<file path="config.mk">
export PLATFORM = sky130hd
export DESIGN_NAME = wave_synth
export DESIGN_NICKNAME = d
export VERILOG_FILES = /design/src/rtl/wave_synth.sv
export SDC_FILE = /design/constraint.sdc
export NUM_CORES = 1
export LEC_CHECK = 0
export ABC_CLOCK_PERIOD_IN_PS = 3400
export CAP_MARGIN = 40
export CELL_PAD_IN_SITES_DETAIL_PLACEMENT = 2
export CELL_PAD_IN_SITES_GLOBAL_PLACEMENT = 2
export CORE_MARGIN = 8
export CORE_UTILIZATION = 34
export CTS_BUF_LIST = sky130_fd_sc_hd__clkbuf_8
export DETAILED_ROUTE_END_ITERATION = 8
export GPL_TIMING_DRIVEN = 0
export PLACE_DENSITY_LB_ADDON = 0.1
export SLEW_MARGIN = 0
export SYNTH_ARGS = -nofsm -noshare
export SYNTH_HDL_FRONTEND = slang
export SYNTH_SLANG_ARGS = --single-unit
</file>
<file path="constraint.sdc">
create_clock -name clk -period 3.4 [get_ports clk]
set_clock_uncertainty 0.1 [all_clocks]
set_input_delay 0.51 -clock clk [delete_from_list [all_inputs] [get_ports clk]]
set_output_delay 0.51 -clock clk [all_outputs]
set_load 0.01 [all_outputs]
</file>
<file path="src/rtl/wave_synth.sv">
// Phase-accumulator wave synthesizer: drives an external quarter-wave folder and
// synchronous ROM, then sign-restores the magnitude into a signed sample.
module wave_synth #(
  parameter int PHASE_W = 24,
  parameter int ROM_DW  = 15
) (
  input  logic                     clk,
  input  logic                     rst,
  input  logic                     sample_tick,
  input  logic                     note_start,
  input  logic                     note_stop,
  input  logic [PHASE_W-1:0]       freq_word,
  output logic [10:0]              addr_raw,
  input  logic [ROM_DW-1:0]        rom_data,
  output logic signed [ROM_DW:0]   sample,
  output logic                     sample_valid,
  output logic                     busy
);

  localparam int ADDR_W = 11;

  typedef enum logic [1:0] {IDLE = 2'd0, PLAY = 2'd1, RELEASE = 2'd2} state_t;

  state_t               state, state_next;
  logic [PHASE_W-1:0]   phase, freq;
  logic [PHASE_W:0]     phase_sum;
  logic                 end_cross;
  logic                 active;
  logic                 vld_p1, vld_p2;
  logic                 sign_p1, sign_p2;
  logic                 act_p1, act_p2;

  function automatic logic signed [ROM_DW:0] apply_sign(input logic neg,
                                                         input logic [ROM_DW-1:0] mag);
    logic signed [ROM_DW:0] m;
    m = signed'({1'b0, mag});
    return neg ? -m : m;
  endfunction

  // A release ends when the step leaves the current half-wave or wraps around.
  assign phase_sum = {1'b0, phase} + {1'b0, freq};
  assign end_cross = phase_sum[PHASE_W] | (phase_sum[PHASE_W-1] ^ phase[PHASE_W-1]);
  assign active    = sample_tick && (state != IDLE);

  always_ff @(posedge clk) begin
    if (rst) state <= IDLE;
    else     state <= state_next;
  end

  always_comb begin
    state_next = state;
    if (note_start) begin
      state_next = PLAY;
    end else begin
      case (state)
        PLAY:    if (note_stop) state_next = RELEASE;
        RELEASE: if (sample_tick && end_cross) state_next = IDLE;
        default: ;
      endcase
    end
  end

  always_comb begin
    busy = (state == PLAY) || (state == RELEASE);
  end

  // Stage p0 -> p1: accumulator step, ROM address out, valid launched
  always_ff @(posedge clk) begin
    if (rst) begin
      phase        <= '0;
      freq         <= '0;
      addr_raw     <= '0;
      vld_p1       <= 1'b0;
      vld_p2       <= 1'b0;
      sample_valid <= 1'b0;
      sample       <= '0;
    end else begin
      vld_p1       <= sample_tick;
      vld_p2       <= vld_p1;
      sample_valid <= vld_p2;
      sample       <= (vld_p2 && act_p2) ? apply_sign(sign_p2, rom_data) : '0;
      if (note_start) begin
        freq  <= freq_word;
        phase <= sample_tick ? freq_word : '0;
        if (sample_tick) addr_raw <= '0;
      end else if (active) begin
        addr_raw <= phase[PHASE_W-2 -: ADDR_W];
        phase    <= (state == RELEASE && end_cross) ? '0 : phase_sum[PHASE_W-1:0];
      end
    end
  end

  // Stage p1 -> p2: sign and activity ride alongside the ROM lookup
  always_ff @(posedge clk) begin
    sign_p1 <= note_start ? 1'b0 : phase[PHASE_W-1];
    act_p1  <= note_start | (state != IDLE);
    sign_p2 <= sign_p1;
    act_p2  <= act_p1;
  end

endmodule
</file>
==> results of run 1 <==
-- critical path: stages (launching register included) --
cell	delay (ns)
dfxtp_1	0.32
ha_1	0.25
fa_1	0.45
a211oi_2	0.31
o211a_1	0.23
o41a_1	0.24
a21oi_2	0.10
a2111oi_4	0.39
nand2b_2	0.32
a21oi_1	0.11
a2111oi_2	0.35
-- flip-flops by register name, summed over array words and instances (netlist names) --
| register | count |
|---|---|
| act_p1 | 1 |
| act_p2 | 1 |
| addr_raw | 11 |
| freq | 24 |
| phase | 24 |
| sample | 16 |
| sample_valid | 1 |
| sign_p1 | 1 |
| sign_p2 | 1 |
| state | 2 |
| vld_p1 | 1 |
| vld_p2 | 1 |
-- through the flow --
stage	util [%]	std cells	power [mW]	setup TNS (ns)
floorplan	-	501	1.42	0
global placement	41.8	749	1.59	0
detailed placement	42.2	753	1.62	-0.129
CTS	43.9	769	2.45	0
global route	44.0	771	2.54	0
finish	44.0	771	2.43	0
-- worst max path at each step --
stage,start,end,slack (ns),depth (start not counted)
6_report,phase[0]$_SDFFE_PP0P_,phase[20]$_SDFFE_PP0P_,0.12,10
5_1_grt,phase[0]$_SDFFE_PP0P_,phase[20]$_SDFFE_PP0P_,0.02,10
4_1_cts,phase[14]$_SDFFE_PP0P_,phase[20]$_SDFFE_PP0P_,0.04,9
3_5_place_dp,phase[0]$_SDFFE_PP0P_,phase[20]$_SDFFE_PP0P_,-0.04,10
3_3_place_gp,sample_tick,phase[7]$_SDFFE_PP0P_,0.03,7
2_1_floorplan,phase[0]$_SDFFE_PP0P_,phase[20]$_SDFFE_PP0P_,0.61,10
-- Yosys cell counts (all sizes together) (3+ instances only) --
master / n
o31ai: 5
a31oi: 4
a21o: 5
or3: 3
dfxtp: 84
o21ai: 20
a22o: 11
a221oi: 20
mux2i: 27
xnor2: 13
nor2b: 5
xor2: 21
buf: 8
o41ai: 3
a211oi: 6
a21oi: 35
nand4: 4
or4: 3
nand2: 26
ha: 28
clkbuf: 15
nor3: 25
o211ai: 8
nand2b: 9
nor2: 75
nand3: 4
inv: 11
-- power by group --
part	internal (mW)	leakage [nW]	switching (mW)
logic	0.232	1.49	0.301
clock network	0.418	0.106	0.410
registers	1.03	0.689	0.0342
-- per-layer routing --
| metal | vias to the layer above | part of all wire, % |
|---|---|---|
| met1 | 2078 | 45 |
| met2 | 65 | 50 |
| met5 | - | 0 |
| met3 | 17 | 3.0 |
| li1 | 2001 | - |
| met4 | 0 | 1.5 |
-- kinds of logic (layout without fill, tap and decap cells) --
| family | count (synthesis) | in the layout | share of synthesized area [%] |
|---|---|---|---|
| simple gates | 159 | 159 | 16.9 |
| compound gates | 134 | 134 | 22.5 |
| flops | 84 | 84 | 36.8 |
| xor+xnor | 34 | 34 | 6.51 |
| buf+inv | 34 | 128 | 3.34 |
| fa+ha+maj | 29 | 29 | 8.10 |
| mux | 27 | 27 | 5.91 |
-- cell type report --
cell class / instances / area (µm²) / share of cell area [%]
sequential: 84 / 1680 / 29.0
tap: 176 / 220 / 3.79
buffer: 23 / 111 / 1.92
clock inverter: 7 / 97.6 / 1.68
inverter: 11 / 41.3 / 0.711
multi-input combinational: 383 / 2750 / 47.4
clock buffer: 9 / 124 / 2.13
timing repair buffer: 78 / 781 / 13.4
-- timing repair --
| action | in CTS | in global routing |
|---|---|---|
| pin swaps | 0 | 2 |
| endpoints found under the setup margin | 13 | 17 |
| gates cloned | 0 | 0 |
| setup buffers | 0 | 2 |
| gates resized for setup | 1 | 1 |
==> results.md, run 1 <==
* Status: completed
* Via count at around 4,200
* Leading area contributor after synthesis: dfxtp_1
* ANT cells at 0
* HPWL after DPL at 12,200 µm
* Vias per std cell at ~5.4
* Synth unique cells at between 50 and 60
* Number of remaining DRC errors at 0
* Wire per inst at roughly 21 µm
* Layout Nets at between 600 and 700
* Htree depth at 3
* Placed cell areas at 5560 µm²
* CP Capture Type: flop
* Final hold violations at 0
* Final setup fails at 0
* Yosys warnings at 0
* Design Area, Final at between 5000 and 6000 µm²
* Number of global-route vias before repair at around 4,600
* First-pass GRT wire length at 25,500 µm
* Reg-to-Reg End: phase[20]$_SDFFE_PP0P_
* Share of cells above drive strength 1 at around a tenth
* Hold slack at between 0.2 and 0.25 ns
* Hold EP: sign_p2$_DFF_P_
* Path depth of the worst reg2reg path at 10
* Initial antenna violation count at 0
* CTS Hold Bufs at 0
* Worst-margin pin slew at 0.973 ns
* Most used routing layer: met2
* Pin count of the biggest net entering global routing at 16
* # IOs at 73
* Yosys reg bits at 84
* TritonCTS buffer count at 9
* Reg-to-reg startpoint: phase[0]$_SDFFE_PP0P_
* GR Util met2 at between 30% and 40%
* Die Area at around 17,000 µm²
* Cells after Synth at 501
* Final Wtd Congestion at between 0.8 and 0.9
* Root buf cell: clkbuf_8
* Crit start category: flop
* Hold path depth at 0
* Gr ovfl total at 0
* Post-Syn Area at 4570 µm²
* Final wirelength at approximately 16,000 µm
* Final critical-path required period at about 3.3 ns
* Total GRT Usage at 18.3%
* Met3 GRT Util at around 2.7%
* RSZ-0062 raised after global routing: false
* Most frequent cells in the layout: dfxtp_1, nor2_1, clkdlybuf4s50_1
* Post-Syn Nets at between 500 and 600
* Met1 usage at approximately 22%
* CTS tree: done
* Post-synth EDFFs at 0
* Clock sinks at 84
* Mean post-synth cell area at ~9.1 µm²
* Setup Crit Path Kind: reg -> reg
* VDD IR max at ~0.00015 V
* Async SR Flop Fraction at 0%
* Crit path DAT at about 3.4 ns
* DR pass1 iterations at 4
* Critical Path RT at between 3 and 4 ns
* Clock Latency Late Sink at approximately 0.38 ns
* Min-Delay Startpoint: sign_p1$_SDFF_PP0_
* FMAX at around 0.31 GHz
* Ys flop type: dfxtp_1
* Reg2Reg Setup Slack at approximately 0.12 ns
* Initial Utilization at between 30% and 40%
* Die Span X at 132 µm
* Port bufs at ~70
* Final worst slack at between 0.1 and 0.15 ns
* Synth area leaders: dfxtp_1, ha_1, nor2_1
* Initial drt markers at 197
* Lkg Pwr at about 2.3 nW
* Pwr/cell area at 418 nW/µm²
* Top-area cell type share of the netlist area at roughly 37%
* Post-synthesis sequential area ratio at 36.8%
* Core area at around 13,000 µm²
* Commonest non-fill, non-tap cell in the layout: dfxtp_1
* Max Slew Vio Count at 0
* Die height at around 130 µm
* Post-placement setup slack at -0.0353 ns
* Slew margin rel. at a little over a third
* Max clock buf depth at 2
* Worst Path Max Fanout at 7
* Final period util at a little over nine tenths
* Hold crit path type: reg -> reg
* Maxcap violations at 0
* Fill cells at 1,459
* Clock slew at reported path FFs at ~0.10 ns
* Area growth syn-to-layout at 27.0%
* Row Count at 42
* Routed Antenna Nets at 0
Note: power is estimated with default switching activity, not from simulation.
==> run 2, diff against run 1 <==
Settings changed: ABC_CLOCK_PERIOD_IN_PS 3400 to 3700, CORE_ASPECT_RATIO set to 0.75, CORE_MARGIN 8 to 5.
Clock period 3.4 ns to 3.7 ns, I/O delays scaled along.
==> results.md, run 2 (same netlist as run 1, synthesis figures left out) <==
* Wire per inst at 20.5 µm (-0.17%)
* CP Capture Type: flop
* Worst Path Max Fanout at 7 (unchanged)
* Layout Nets at 659 (-0.60%)
* Int Pwr at 1.48 mW (-12%)
* Share of cells above drive strength 1 at 8.97% (-0.78 points)
* Most frequent cells in the layout: dfxtp_1, nor2_1, clkdlybuf4s50_1
* CP max stage cell: fa_1
* Flop pwr share at 45.3% (+1.3 points)
* ANT cells at 0 (unchanged)
* Final setup fails at 0 (unchanged)
* Root buf cell: clkbuf_8
* Initial drt markers at 172 (-13%)
* CTS Hold Bufs at 0 (unchanged)
* Critical Path, Cell by Cell: ha_1, fa_1, a211oi_2, o211a_1, o41a_1, a21oi_2, a2111oi_4, nand2b_2, a21oi_1, a2111oi_2
* CTS tree: done
* Hold EP: sign_p2$_DFF_P_
* # IOs at 73 (unchanged)
* Area growth syn-to-layout at 25.3%
* Commonest non-fill, non-tap cell in the layout: dfxtp_1
* Worst-margin pin slew at 0.927 ns (-0.0457 ns)
* Lkg Pwr at 2.26 nW (-1.4%)
* Reg-to-Reg End: phase[20]$_SDFFE_PP0P_
* Final period util at 91.0% (-5.3 points)
* HPWL after DPL at 11,900 µm (-2.0%)
* Maxcap violations at 0 (unchanged)
* Slew margin rel. at 38.2% (+3.3 points)
* Top flop regs: freq (24), phase (24), sample (16)
* Post-CTS sizing at 0 (-1)
* Clock sinks at 84 (unchanged)
* Max clock buf depth at 2 (unchanged)
* Post-CTS Setup Repair Bufs at 0 (unchanged)
* Fin cells at 762 (-1.2%)
* Clock Latency Late Sink at 0.38 ns (about the same)
* Final hold violations at 0 (unchanged)
* Utilization after layout at 43.7% (-0.31 points)
* Die Area at 15,900 µm² (-8.7%)
* Max Slew Vio Count at 0 (unchanged)
* Final Wtd Congestion at 0.828 (+2.9%)
* RSZ-0062 raised after global routing: false
* Final wirelength at 15,700 µm (-1.3%)
* Die height at 110 µm (-16%)
* Reg2Reg Setup Slack at 0.33 ns (+0.21 ns)
* Final critical-path required period at 3.37 ns (+0.0934 ns)
* Initial antenna violation count at 0 (unchanged)
* Path depth of the worst reg2reg path at 10 (unchanged)
* Via count at 4,119 (-1.0%)
* Placed Instances at 746 (-0.93%)
* TritonCTS buffer count at 9 (unchanged)
* Pin count of the biggest net entering global routing at 16 (unchanged)
* Reg-to-reg startpoint: phase[0]$_SDFFE_PP0P_
* Pwr/cell area at 378 nW/µm² (-9.6%)
* Die Span X at 144 µm (+9.0%)
* Fill cells at 1,424 (-2.4%)
* Htree depth at 3 (unchanged)
* VDD IR max at 0.000203 V (+38%)
* FMAX at 0.297 GHz (-2.8%)
* DR pass1 iterations at 4 (unchanged)
* Port bufs at 72 (unchanged)
* Crit path DAT at 3.54 ns (+0.10 ns)
* Setup TNS at 0 ns (unchanged)
* Setup Crit Path Kind: reg -> reg
* Total Power at 2.17 mW (-11%)
* Clock slew at reported path FFs at 0.09 ns (about the same)
* Number of global-route vias before repair at 4,645 (+0.043%)
* Critical Path RT at 3.87 ns (+0.30 ns)
* Switch Pwr at 691 µW (-7.3%)
* Gate power share at 22.5% (+0.5 points)
* Number of remaining DRC errors at 0 (unchanged)
* Min-Delay Startpoint: sign_p1$_SDFF_PP0_
* Initial Utilization at 34.9% (+0.22 points)
* Gr ovfl total at 0 (unchanged)
* First-pass GRT wire length at 25,600 µm (+0.46%)
* Hold crit path type: reg -> reg
* Core area at 13,100 µm² (-0.63%)
* Hold path depth at 0 (unchanged)
* Multi-input logic area at 2750 µm² (-0.23%)
* Clk network pwr share at 32.2% (-1.9 points)
* Reg area at 1680 µm² (unchanged)
* Status: completed
* Largest stage delay, worst path at 0.45 ns (about the same)
* Crit start category: flop
* Row Count at 36 (-14%)
* Sw Share at 31.9% (+1.2 points)
* Routed Antenna Nets at 0 (unchanged)
* Total GRT Usage at 20.3% (+2.0 points)
* Vias per std cell at 5.41 (+0.16%)
-- run 2: worst max-delay path by stage --
stage | startpoint | to | slack [ns]
after floorplan | phase[0]$_SDFFE_PP0P_ | phase[20]$_SDFFE_PP0P_ | 0.91
after global placement | sample_tick | phase[7]$_SDFFE_PP0P_ | 0.23
after detailed placement | phase[0]$_SDFFE_PP0P_ | phase[22]$_SDFFE_PP0P_ | 0.23
after CTS | phase[0]$_SDFFE_PP0P_ | phase[22]$_SDFFE_PP0P_ | 0.19
after global routing | freq[1]$_SDFFE_PP0P_ | phase[20]$_SDFFE_PP0P_ | 0.14
final | phase[0]$_SDFFE_PP0P_ | phase[20]$_SDFFE_PP0P_ | 0.33
-- run 2: power groups by stage --
stage               logic, mW  clock network, mW  registers (mW)
floorplan               0.308                  0           0.995
global placement        0.461                  0            1.00
detailed placement      0.484                  0            1.00
CTS                     0.489              0.717           0.983
global route            0.533              0.759           0.990
finish                  0.487              0.698           0.983
-- run 2: area by class of cell --
class,count,share of cell area [%]
clock buffers,9,2.16
plain buffers,23,1.94
repair buffers,74,12.9
flip-flops and latches,84,29.3
inverters,11,0.721
multi-input cells,383,47.9
clock inverters,7,1.29
well taps,171,3.73
-- run 2: per-layer routing --
metal | track usage (%) | up-vias | share of wire [%]
met5 | 0 | - | 0
met4 | 5.14 | 0 | 1.7
met3 | 4.62 | 24 | 4.5
met2 | 32.4 | 98 | 45
met1 | 27.5 | 2006 | 49
li1 | - | 1991 | -
-- run 2: through the flow --
stage	area (µm²)	hold slack [ns]	setup slack, ns
after floorplan	4570	0.210	0.909
after global placement	5510	0.212	0.227
after detailed placement	5530	0.219	0.227
after CTS	5730	0.241	0.188
after global routing	5730	0.252	0.137
final	5730	0.239	0.331
-- run 2: critical path, delay by kind of cell, from the launching register on --
family                   cells  cell delay (ns)
adder cells (fa/ha/maj)      2             0.68
AND/OR/NAND/NOR              1             0.32
AO/OA/AOI/OAI                7             1.83
flip-flops                   1             0.33
